## src/rtl/picosoc_debug_master_if.sv

```systemverilog
// iomem initiator bus plus arbiter request/grant, as seen by the debug bridge.
interface picosoc_debug_master_if;
  logic        bus_req;
  logic        bus_gnt;
  logic        iomem_valid;
  logic        iomem_instr;
  logic [3:0]  iomem_wstrb;
  logic [31:0] iomem_addr;
  logic [31:0] iomem_wdata;
  logic [31:0] iomem_rdata;
  logic        iomem_ready;

  modport master (
    output bus_req, iomem_valid, iomem_instr, iomem_wstrb, iomem_addr, iomem_wdata,
    input  bus_gnt, iomem_rdata, iomem_ready
  );

  modport slave (
    input  bus_req, iomem_valid, iomem_instr, iomem_wstrb, iomem_addr, iomem_wdata,
    output bus_gnt, iomem_rdata, iomem_ready
  );
endinterface

```

## src/rtl/picosoc_debug_master.sv

```systemverilog
// Byte-stream debug bridge: decodes 'W'/'R' frames from the UART receiver into
// single iomem transactions and streams the status or read data back out.
//
// state  | meaning
// IDLE   | waiting for a command byte
// ADDR   | collecting 4 address bytes, LSB first
// DATA   | collecting 4 write-data bytes, LSB first
// REQ    | bus_req high, waiting for the arbiter grant
// BUS    | iomem_valid held until ready or timeout
// RESP   | sending the response byte(s)
module picosoc_debug_master #(
  parameter int TIMEOUT_CYCLES = 1024,
  parameter int RX_IDLE_CYCLES = 500000
) (
  input  logic       clk,
  input  logic       resetn,
  input  logic [7:0] rx_data,
  input  logic       rx_valid,
  output logic [7:0] tx_data,
  output logic       tx_valid,
  input  logic       tx_ready,
  output logic       busy,
  picosoc_debug_master_if.master bus
);

  localparam int TW = (TIMEOUT_CYCLES > 1) ? $clog2(TIMEOUT_CYCLES) : 1;
  localparam int IW = (RX_IDLE_CYCLES > 1) ? $clog2(RX_IDLE_CYCLES) : 1;

  localparam logic [7:0] CMD_W  = 8'h57;
  localparam logic [7:0] CMD_R  = 8'h52;
  localparam logic [7:0] RSP_OK = 8'h4B;
  localparam logic [7:0] RSP_TO = 8'h54;
  localparam logic [7:0] RSP_BAD = 8'h3F;

  typedef enum logic [2:0] {S_IDLE, S_ADDR, S_DATA, S_REQ, S_BUS, S_RESP} state_t;

  state_t      state, state_n;
  logic        op_write, op_write_n;
  logic [1:0]  cnt, cnt_n;
  logic [31:0] addr, addr_n;
  logic [31:0] wdata, wdata_n;
  logic [IW-1:0] idle_cnt, idle_cnt_n;
  logic [TW-1:0] to_cnt, to_cnt_n;
  logic [23:0] resp_sh, resp_sh_n;
  logic [1:0]  resp_left, resp_left_n;
  logic [7:0]  tx_data_n;
  logic        tx_valid_n;
  logic        bus_req, bus_req_n;
  logic        mem_valid, mem_valid_n;
  logic [3:0]  wstrb, wstrb_n;
  logic        busy_n;

  assign bus.bus_req     = bus_req;
  assign bus.iomem_valid = mem_valid;
  assign bus.iomem_instr = 1'b0;
  assign bus.iomem_wstrb = wstrb;
  assign bus.iomem_addr  = addr;
  assign bus.iomem_wdata = wdata;

  always_comb begin
    state_n     = state;
    op_write_n  = op_write;
    cnt_n       = cnt;
    addr_n      = addr;
    wdata_n     = wdata;
    idle_cnt_n  = idle_cnt;
    to_cnt_n    = to_cnt;
    resp_sh_n   = resp_sh;
    resp_left_n = resp_left;
    tx_data_n   = tx_data;
    tx_valid_n  = tx_valid;
    bus_req_n   = bus_req;
    mem_valid_n = mem_valid;
    wstrb_n     = wstrb;

    case (state)
      S_IDLE: begin
        if (rx_valid) begin
          if (rx_data == CMD_W || rx_data == CMD_R) begin
            op_write_n = (rx_data == CMD_W);
            cnt_n      = 2'd0;
            idle_cnt_n = '0;
            state_n    = S_ADDR;
          end else begin
            tx_data_n   = RSP_BAD;
            tx_valid_n  = 1'b1;
            resp_left_n = 2'd0;
            state_n     = S_RESP;
          end
        end
      end

      S_ADDR, S_DATA: begin
        if (rx_valid) begin
          if (state == S_ADDR) addr_n[8*cnt +: 8] = rx_data;
          else                 wdata_n[8*cnt +: 8] = rx_data;
          cnt_n      = cnt + 2'd1;
          idle_cnt_n = '0;
          if (cnt == 2'd3) begin
            if (state == S_ADDR && op_write) begin
              state_n = S_DATA;
            end else begin
              bus_req_n = 1'b1;
              state_n   = S_REQ;
            end
          end
        end else if (idle_cnt == IW'(RX_IDLE_CYCLES - 1)) begin
          // Host went quiet mid-frame: drop it and wait for a fresh command.
          state_n = S_IDLE;
        end else begin
          idle_cnt_n = idle_cnt + IW'(1);
        end
      end

      S_REQ: begin
        if (bus.bus_gnt) begin
          mem_valid_n = 1'b1;
          wstrb_n     = op_write ? 4'hF : 4'h0;
          to_cnt_n    = '0;
          state_n     = S_BUS;
        end
      end

      S_BUS: begin
        // Ready takes priority over an expiring timeout in the same cycle.
        if (bus.iomem_ready) begin
          mem_valid_n = 1'b0;
          bus_req_n   = 1'b0;
          tx_valid_n  = 1'b1;
          state_n     = S_RESP;
          if (op_write) begin
            tx_data_n   = RSP_OK;
            resp_left_n = 2'd0;
          end else begin
            tx_data_n   = bus.iomem_rdata[7:0];
            resp_sh_n   = bus.iomem_rdata[31:8];
            resp_left_n = 2'd3;
          end
        end else if (to_cnt == TW'(TIMEOUT_CYCLES - 1)) begin
          mem_valid_n = 1'b0;
          bus_req_n   = 1'b0;
          tx_data_n   = RSP_TO;
          tx_valid_n  = 1'b1;
          resp_left_n = 2'd0;
          state_n     = S_RESP;
        end else begin
          to_cnt_n = to_cnt + TW'(1);
        end
      end

      S_RESP: begin
        if (tx_ready) begin
          if (resp_left == 2'd0) begin
            tx_valid_n = 1'b0;
            state_n    = S_IDLE;
          end else begin
            tx_data_n   = resp_sh[7:0];
            resp_sh_n   = {8'h00, resp_sh[23:8]};
            resp_left_n = resp_left - 2'd1;
          end
        end
      end

      default: state_n = S_IDLE;
    endcase

    busy_n = (state_n != S_IDLE);
  end

  always_ff @(posedge clk) begin
    if (!resetn) begin
      state     <= S_IDLE;
      op_write  <= 1'b0;
      cnt       <= 2'd0;
      addr      <= '0;
      wdata     <= '0;
      idle_cnt  <= '0;
      to_cnt    <= '0;
      resp_sh   <= '0;
      resp_left <= 2'd0;
      tx_data   <= 8'h00;
      tx_valid  <= 1'b0;
      bus_req   <= 1'b0;
      mem_valid <= 1'b0;
      wstrb     <= 4'h0;
      busy      <= 1'b0;
    end else begin
      state     <= state_n;
      op_write  <= op_write_n;
      cnt       <= cnt_n;
      addr      <= addr_n;
      wdata     <= wdata_n;
      idle_cnt  <= idle_cnt_n;
      to_cnt    <= to_cnt_n;
      resp_sh   <= resp_sh_n;
      resp_left <= resp_left_n;
      tx_data   <= tx_data_n;
      tx_valid  <= tx_valid_n;
      bus_req   <= bus_req_n;
      mem_valid <= mem_valid_n;
      wstrb     <= wstrb_n;
      busy      <= busy_n;
    end
  end

endmodule

```

## src/flat_wrapper.sv

```systemverilog
// flat-port wrapper written by rule: the top's interface ports become plain ports
module picosoc_debug_master_flat 
#(
  parameter int TIMEOUT_CYCLES = 1024,
  parameter int RX_IDLE_CYCLES = 500000
)
  (clk, resetn, rx_data, rx_valid, tx_data, tx_valid, tx_ready, busy, bus_bus_req, bus_iomem_valid, bus_iomem_instr, bus_iomem_wstrb, bus_iomem_addr, bus_iomem_wdata, bus_bus_gnt, bus_iomem_rdata, bus_iomem_ready);
  picosoc_debug_master_if bus_i ();
  input  logic clk;
  input  logic resetn;
  input  logic [7:0] rx_data;
  input  logic rx_valid;
  output logic [7:0] tx_data;
  output logic tx_valid;
  input  logic tx_ready;
  output logic busy;
  output wire logic [$bits(bus_i.bus_req)-1:0] bus_bus_req;
  output wire logic [$bits(bus_i.iomem_valid)-1:0] bus_iomem_valid;
  output wire logic [$bits(bus_i.iomem_instr)-1:0] bus_iomem_instr;
  output wire logic [$bits(bus_i.iomem_wstrb)-1:0] bus_iomem_wstrb;
  output wire logic [$bits(bus_i.iomem_addr)-1:0] bus_iomem_addr;
  output wire logic [$bits(bus_i.iomem_wdata)-1:0] bus_iomem_wdata;
  input wire logic [$bits(bus_i.bus_gnt)-1:0] bus_bus_gnt;
  input wire logic [$bits(bus_i.iomem_rdata)-1:0] bus_iomem_rdata;
  input wire logic [$bits(bus_i.iomem_ready)-1:0] bus_iomem_ready;
  assign bus_bus_req = bus_i.bus_req;
  assign bus_iomem_valid = bus_i.iomem_valid;
  assign bus_iomem_instr = bus_i.iomem_instr;
  assign bus_iomem_wstrb = bus_i.iomem_wstrb;
  assign bus_iomem_addr = bus_i.iomem_addr;
  assign bus_iomem_wdata = bus_i.iomem_wdata;
  assign bus_i.bus_gnt = bus_bus_gnt;
  assign bus_i.iomem_rdata = bus_iomem_rdata;
  assign bus_i.iomem_ready = bus_iomem_ready;
  picosoc_debug_master #(.TIMEOUT_CYCLES(TIMEOUT_CYCLES), .RX_IDLE_CYCLES(RX_IDLE_CYCLES)) u_core (.clk(clk), .resetn(resetn), .rx_data(rx_data), .rx_valid(rx_valid), .tx_data(tx_data), .tx_valid(tx_valid), .tx_ready(tx_ready), .busy(busy), .bus(bus_i));
endmodule
```

## config.mk

```make
export PLATFORM = sky130hd
export DESIGN_NAME = picosoc_debug_master_flat
export DESIGN_NICKNAME = d
export VERILOG_FILES = /design/src/rtl/picosoc_debug_master_if.sv /design/src/rtl/picosoc_debug_master.sv /design/src/flat_wrapper.sv
export SDC_FILE = /design/constraint.sdc
export NUM_CORES = 1
export LEC_CHECK = 0
export CELL_PAD_IN_SITES_DETAIL_PLACEMENT = 0
export CELL_PAD_IN_SITES_GLOBAL_PLACEMENT = 2
export CORE_MARGIN = 2
export CORE_UTILIZATION = 32
export DETAILED_ROUTE_END_ITERATION = 16
export PLACE_DENSITY_LB_ADDON = 0.1
export SYNTH_ARGS = -nofsm -noshare
export SYNTH_HDL_FRONTEND = slang
export SYNTH_SLANG_ARGS = --single-unit
```

## constraint.sdc

```tcl
create_clock -name clk -period 6.15 [get_ports clk]
set_input_delay 0.615 -clock clk [delete_from_list [all_inputs] [get_ports clk]]
set_output_delay 0.615 -clock clk [all_outputs]
set_load 0.03 [all_outputs]
```

Yosys cells after proc, flatten, opt, wreduce, memory -nomap -nowiden
Cells that the tools add are included.
{ "classes": {"add_sub_neg": 5, "n_eq_ne": 26, "shift": 2, "muxes": 64, "n_bitwise": 1, "reduce_logical": 23} }
{ "op_table": {"columns": ["operator", "n"], "rows": [
  ["$mux W24", 4],
  ["$mux W19", 4],
  ["$bwmux W32", 2],
  ["$mux W8", 7],
  ["$pmux W24 S2", 1],
  ["$pmux W19 S2", 1],
  ["$neg A5 Y34", 1],
  ["$shift A8 B34 Y32 const A", 1],
  ["$shiftx A8 B34 Y32", 1],
  ["$mux W10", 3],
  ["$mux W3", 10],
  ["$pmux W8 S3", 1],
  ["$ne A2 B2 Y1 const B", 11],
  ["$mux W2", 10],
  ["$pmux W10 S2", 1],
  ["$add A19 B1 Y19 const B", 1],
  ["$eq A19 B19 Y1 const B", 1],
  ["$eq A8 B7 Y1 const B", 2],
  ["$pmux W3 S5", 1],
  ["$mux W1", 13],
  ["$reduce_and A3 Y1", 4],
  ["$reduce_and A4 Y1", 3],
  ["$reduce_and A6 Y1", 2],
  ["$add A10 B1 Y10 const B", 1],
  ["25 further kinds", 35]
]} }
{ "word_totals": {"regBits": 141, "inputBits": 46, "output_inout_bits": 81, "elab_cells": 136} }

Logic depth before layout (Yosys ltp)
{ "logic_depth": {"word_depth": 7, "depth_mapped": 9, "mapped_depth_nobuf": 7} }

Worst setup path after synthesis
No wires, ideal clock.
{ "synth_path": {"path_kind": "input -> register", "start": "input port rx_data[7]", "end": "register u_core.idle_cnt[15]", "setup_ns": 0.070, "t_arrival_ns": 2.192, "t_required_ns": 6.080, "path_slack_ns": 3.887, "cell_stages": 6, "path_buffers": 1, "path_cell_list": "buf_2 -> nand4bb_1 -> nor4b_4 -> o32ai_2 -> or4_1 -> a21oi_1"} }
{ "synth_between": {"elab_chain_len": 4, "elab_cells_between_ends": 5, "classes_between": "3 x eq/ne; 2 x reduce/logical"} }
{ "synth_lines": {"columns": ["item", "line_no", "source"], "rows": [
  ["start, declared", "flat_wrapper.sv:11", "input logic [7:0] rx_data;"],
  ["$eq A8 B7 Y1", "picosoc_debug_master.sv:79", "if (rx_data == CMD_W || rx_data == CMD_R) begin"],
  ["$logic_or A1 B1 Y1 (*)", "picosoc_debug_master.sv:79", null],
  ["$ne A2 B1 Y1 (no source line) (*)", null, null],
  ["$reduce_and A4 Y1 (no source line) (*)", null, null],
  ["end signal, assigned", "picosoc_debug_master.sv:193", "idle_cnt <= idle_cnt_n;"],
  ["end, declared", "picosoc_debug_master.sv:42", "logic [IW-1:0] idle_cnt, idle_cnt_n;"]
]} }
Mark *: on every way between the ends. The rest lies on a longest branch, timed or not.
A chain may end at the register's enable or synchronous reset.

Worst setup path after layout
{ "layout_path": {"start": "register u_core.state[0]", "end": "register u_core.idle_cnt[0]"} }
{ "layout_between": {"elab_chain_len": 4, "elab_cells_between_ends": 10, "classes_between": "5 x eq/ne; 1 x mux; 4 x reduce/logical"} }
{ "layout_lines": {"columns": ["item", "line_no", "source"], "rows": [
  ["start, declared", "picosoc_debug_master.sv:37", "state_t state, state_n;"],
  ["start signal, assigned", "picosoc_debug_master.sv:188", "state <= state_n;"],
  ["$eq A3 B2 Y1 / $eq A3 B1 Y1 (equally long branches)", "picosoc_debug_master.sv:76", "case (state)"],
  ["$reduce_or A2 Y1", "picosoc_debug_master.sv:76", null],
  ["$ne A3 B3 Y1 (no source line) / $reduce_bool A2 Y1 (equally long branches)", null, null],
  ["$reduce_and A4 Y1 (no source line)", null, null]
]} }
Several ways; a longest one is shown, not always the timed one.

==> metrics <==
run status=complete, no violations; fmax=323.0 MHz; WP depth=6; critical setup path kind=flip-flop to flip-flop; top-area cell type share of the netlist area=43.66%; Hold Path Class=flip-flop to flip-flop; vias in the first global route=5541; Comb power frac=14.8%; Fin Setup TNS=0 ns; initial DRC count=300; Power Total=2285 uW; r2r worst-path depth=6; Clock power frac=42.6%; total net switching power=648.4 uW; wire length on met3=707 um; Synth Warn #=0; post-route minimum period=3.096 ns; Die W=144.6 um; Internal=1637 uW; core area=19460 um^2; final period utilization=50.33%; cts hold-fix bufs=0; metal1 wirelength=8750 um; syn avg cell area=8.143 um^2; Largest stage delay, worst path=0.97 ns; Worst Max-Slew Pin Slew=1.153 ns; htree depth=4; buffer levels on the longest clock path=2; antenna violations before repair=0; row cnt=51; fin util=42.30%; Port Buffers=125; layout cells sized above 1=5.809%; hold path depth=2; first-pass GRT wire length=29270 um; ys async rst share=0%; Seq/Total Area, Yosys=43.66%; synth top area cells=dfxtp_1 44%, a21oi_1 7.8%, nand3_1 7.0%; Sequential Power Share=42.6%; # Post-CTS Setup Buffers=0; leakage power=0.002858 uW; post_cts resized=0; Synth area leader=dfxtp_1; met2 WL=8707 um; CP max-delay cell=dfxtp_1; I/O pin cnt=127; clock skew=0.01077 ns; Critical Path AT=3.39 ns; Post-Syn Instances=777; Die ar.=20910 um^2; pwr dens=277.6 nW/um^2; number of flops mapped to enable cells by yosys=0; chip height=144.6 um; Critical Path RT=6.44 ns; Initial Utilization=32.51%; CP delay by family, top=flip-flops; GP Congestion=0.7708; Crit path buffers/inverters=1; Post-DRT Antenna Nets=0; post-detail-place hpwl=12770 um; syn_nets=832; worst skew pair latency=0.42 ns; Synth Cell Area=6327 um^2; DRC Markers=0; grt total ovfl=0; largest net degree at the start of global routing=67; # diodes=0; nets=921; drt wl/cell=16.05 um; crit path launch type=flip-flop; Vias=5699; Vias/cell=4.986; Hold Slack=0.4511 ns; Post-Route WL=18340 um; switching share of power=28.38%; total CTS buffers=17; flop and latch count out of synthesis=138; Setup Viol. Count Final=0; CP cell instances=xnor2_2, or3_1, o32ai_2, buf_4, xor2_1, nor2_1; DP Cell Count=1112; clock sinks=138; leading register cell type out of synthesis=dfxtp_1; max_slew headroom=22.60%; synth-to-layout area growth=30.12%; RSZ-0062 raised after global routing=false; final instance count without filler cells=1143; Fin. Hold Viols=0; CTS tree=done; CP Capture Type=flip-flop; max_cap viols=0; CP max FO=26; CTS clk-pin slew, worst paths=0.06 ns; TritonRoute pass-1 iters=4; Top Layer Used=met4; CTS root buf=clkbuf_16; post-synthesis cell type count=59; fill count=1964; VDD IR max=0.1496 mV; gr usage total=17.99%; pins over their slew limit=0
[through the flow]
stage	worst slack [ns]	area (um^2)
final	3.054	8233
after global routing	2.761	8233
after global placement	2.928	7675
after floorplan	3.887	6327
after CTS	3.076	8233
after detailed placement	2.842	7675
[routing by layer]
metal | vias to the layer above | GRT usage [%]
met5 | - | 0
met1 | 2679 | 24.54
met4 | 0 | 4.343
met2 | 112 | 28.86
li1 | 2896 | -
met3 | 12 | 4.139
[final timing paths]
kind	startpoint	end	slack [ns]
setup reg to reg	u_core.state[0]	u_core.idle_cnt[0]	3.05
setup / recovery	u_core.state[0]	u_core.idle_cnt[0]	3.05
hold / removal	u_core.resp_sh[23]	u_core.resp_sh[23]	0.45
hold reg to reg	u_core.resp_sh[23]	u_core.resp_sh[23]	0.45
[placed cells by master, fill, tap and decap left out, drive strengths merged, types with 6 or more instances in the layout]
master         netlist  layout
mux2i               29      29
clkdlybuf4s50        0     125
nand4                6       6
o21ai               25      25
dfxtp              138     138
a211oi              18      18
nor2                44      44
inv                 12      17
nor4                 8       8
ha                   9       9
xnor2                7       7
nand2b              11      11
and2                13      13
or3                 18      18
clkbuf              40      18
nand2              118     118
and4                 6       6
nand3               89      89
a21oi               98      98
buf                 23       8
nor3                 6       6
[worst min-delay path: cells and delay by family, from the launching register on]
kind / cells / cell delay [ns]
flops: 1 / 0.31
simple gates: 1 / 0.05
compound gates: 1 / 0.05
[power groups by stage]
stage | Clock [uW] | Combinational (uW) | Sequential (uW)
2_1_floorplan | 0 | 210 | 1010
3_3_place_gp | 0 | 335 | 992
3_5_place_dp | 0 | 338 | 993
4_1_cts | 997 | 340 | 973
5_1_grt | 1040 | 372 | 978
6_report | 974 | 337 | 973
[synth_stat cells (all sizes together), types with 7 or more instances]
library cell    n
a211oi         18
a21oi          98
and2           13
buf            23
clkbuf         40
dfxtp         138
ha              9
inv            12
mux2i          29
nand2         118
nand2b         11
nand3          89
nor2           44
nor4            8
o21ai          25
or3            18
xnor2           7
[cells by family (layout without fill, tap and decap cells)]
kind of cell	after synthesis	in the layout	share of synthesized area (%)
AO/OA/AOI/OAI	164	164	14.95
multiplexers	30	30	4.766
flip-flops	138	138	43.66
adder cells (fa/ha/maj)	9	9	1.780
buffers and inverters	76	177	5.517
AND/OR/NAND/NOR	349	349	27.76
other	1	1	0.05927
XOR/XNOR	10	10	1.503
[layout make-up]
class,count,area [um^2],share of cell area [%]
inverter,13,48.80,0.5927
tap,265,331.6,4.027
clock inverter,13,118.9,1.444
multi-input combinational,563,3221,39.12
clock buffer,18,439.2,5.334
timing repair buffer,133,1311,15.93
sequential,138,2763,33.56
[sequential cells by signal (all words and copies together), names as in the netlist]
signal,flops
u_core.tx_data,8
u_core.cnt,2
u_core.bus.iomem_valid,1
u_core.bus.iomem_wstrb,1
u_core.state,3
u_core.to_cnt,10
u_core.resp_sh,24
u_core.bus.bus_req,1
u_core.tx_valid,1
u_core.idle_cnt,19
u_core.busy,1
u_core.op_write,1
u_core.bus.iomem_wdata,32
u_core.resp_left,2
u_core.bus.iomem_addr,32
No activity file was read; power rests on OpenSTA's default activity.
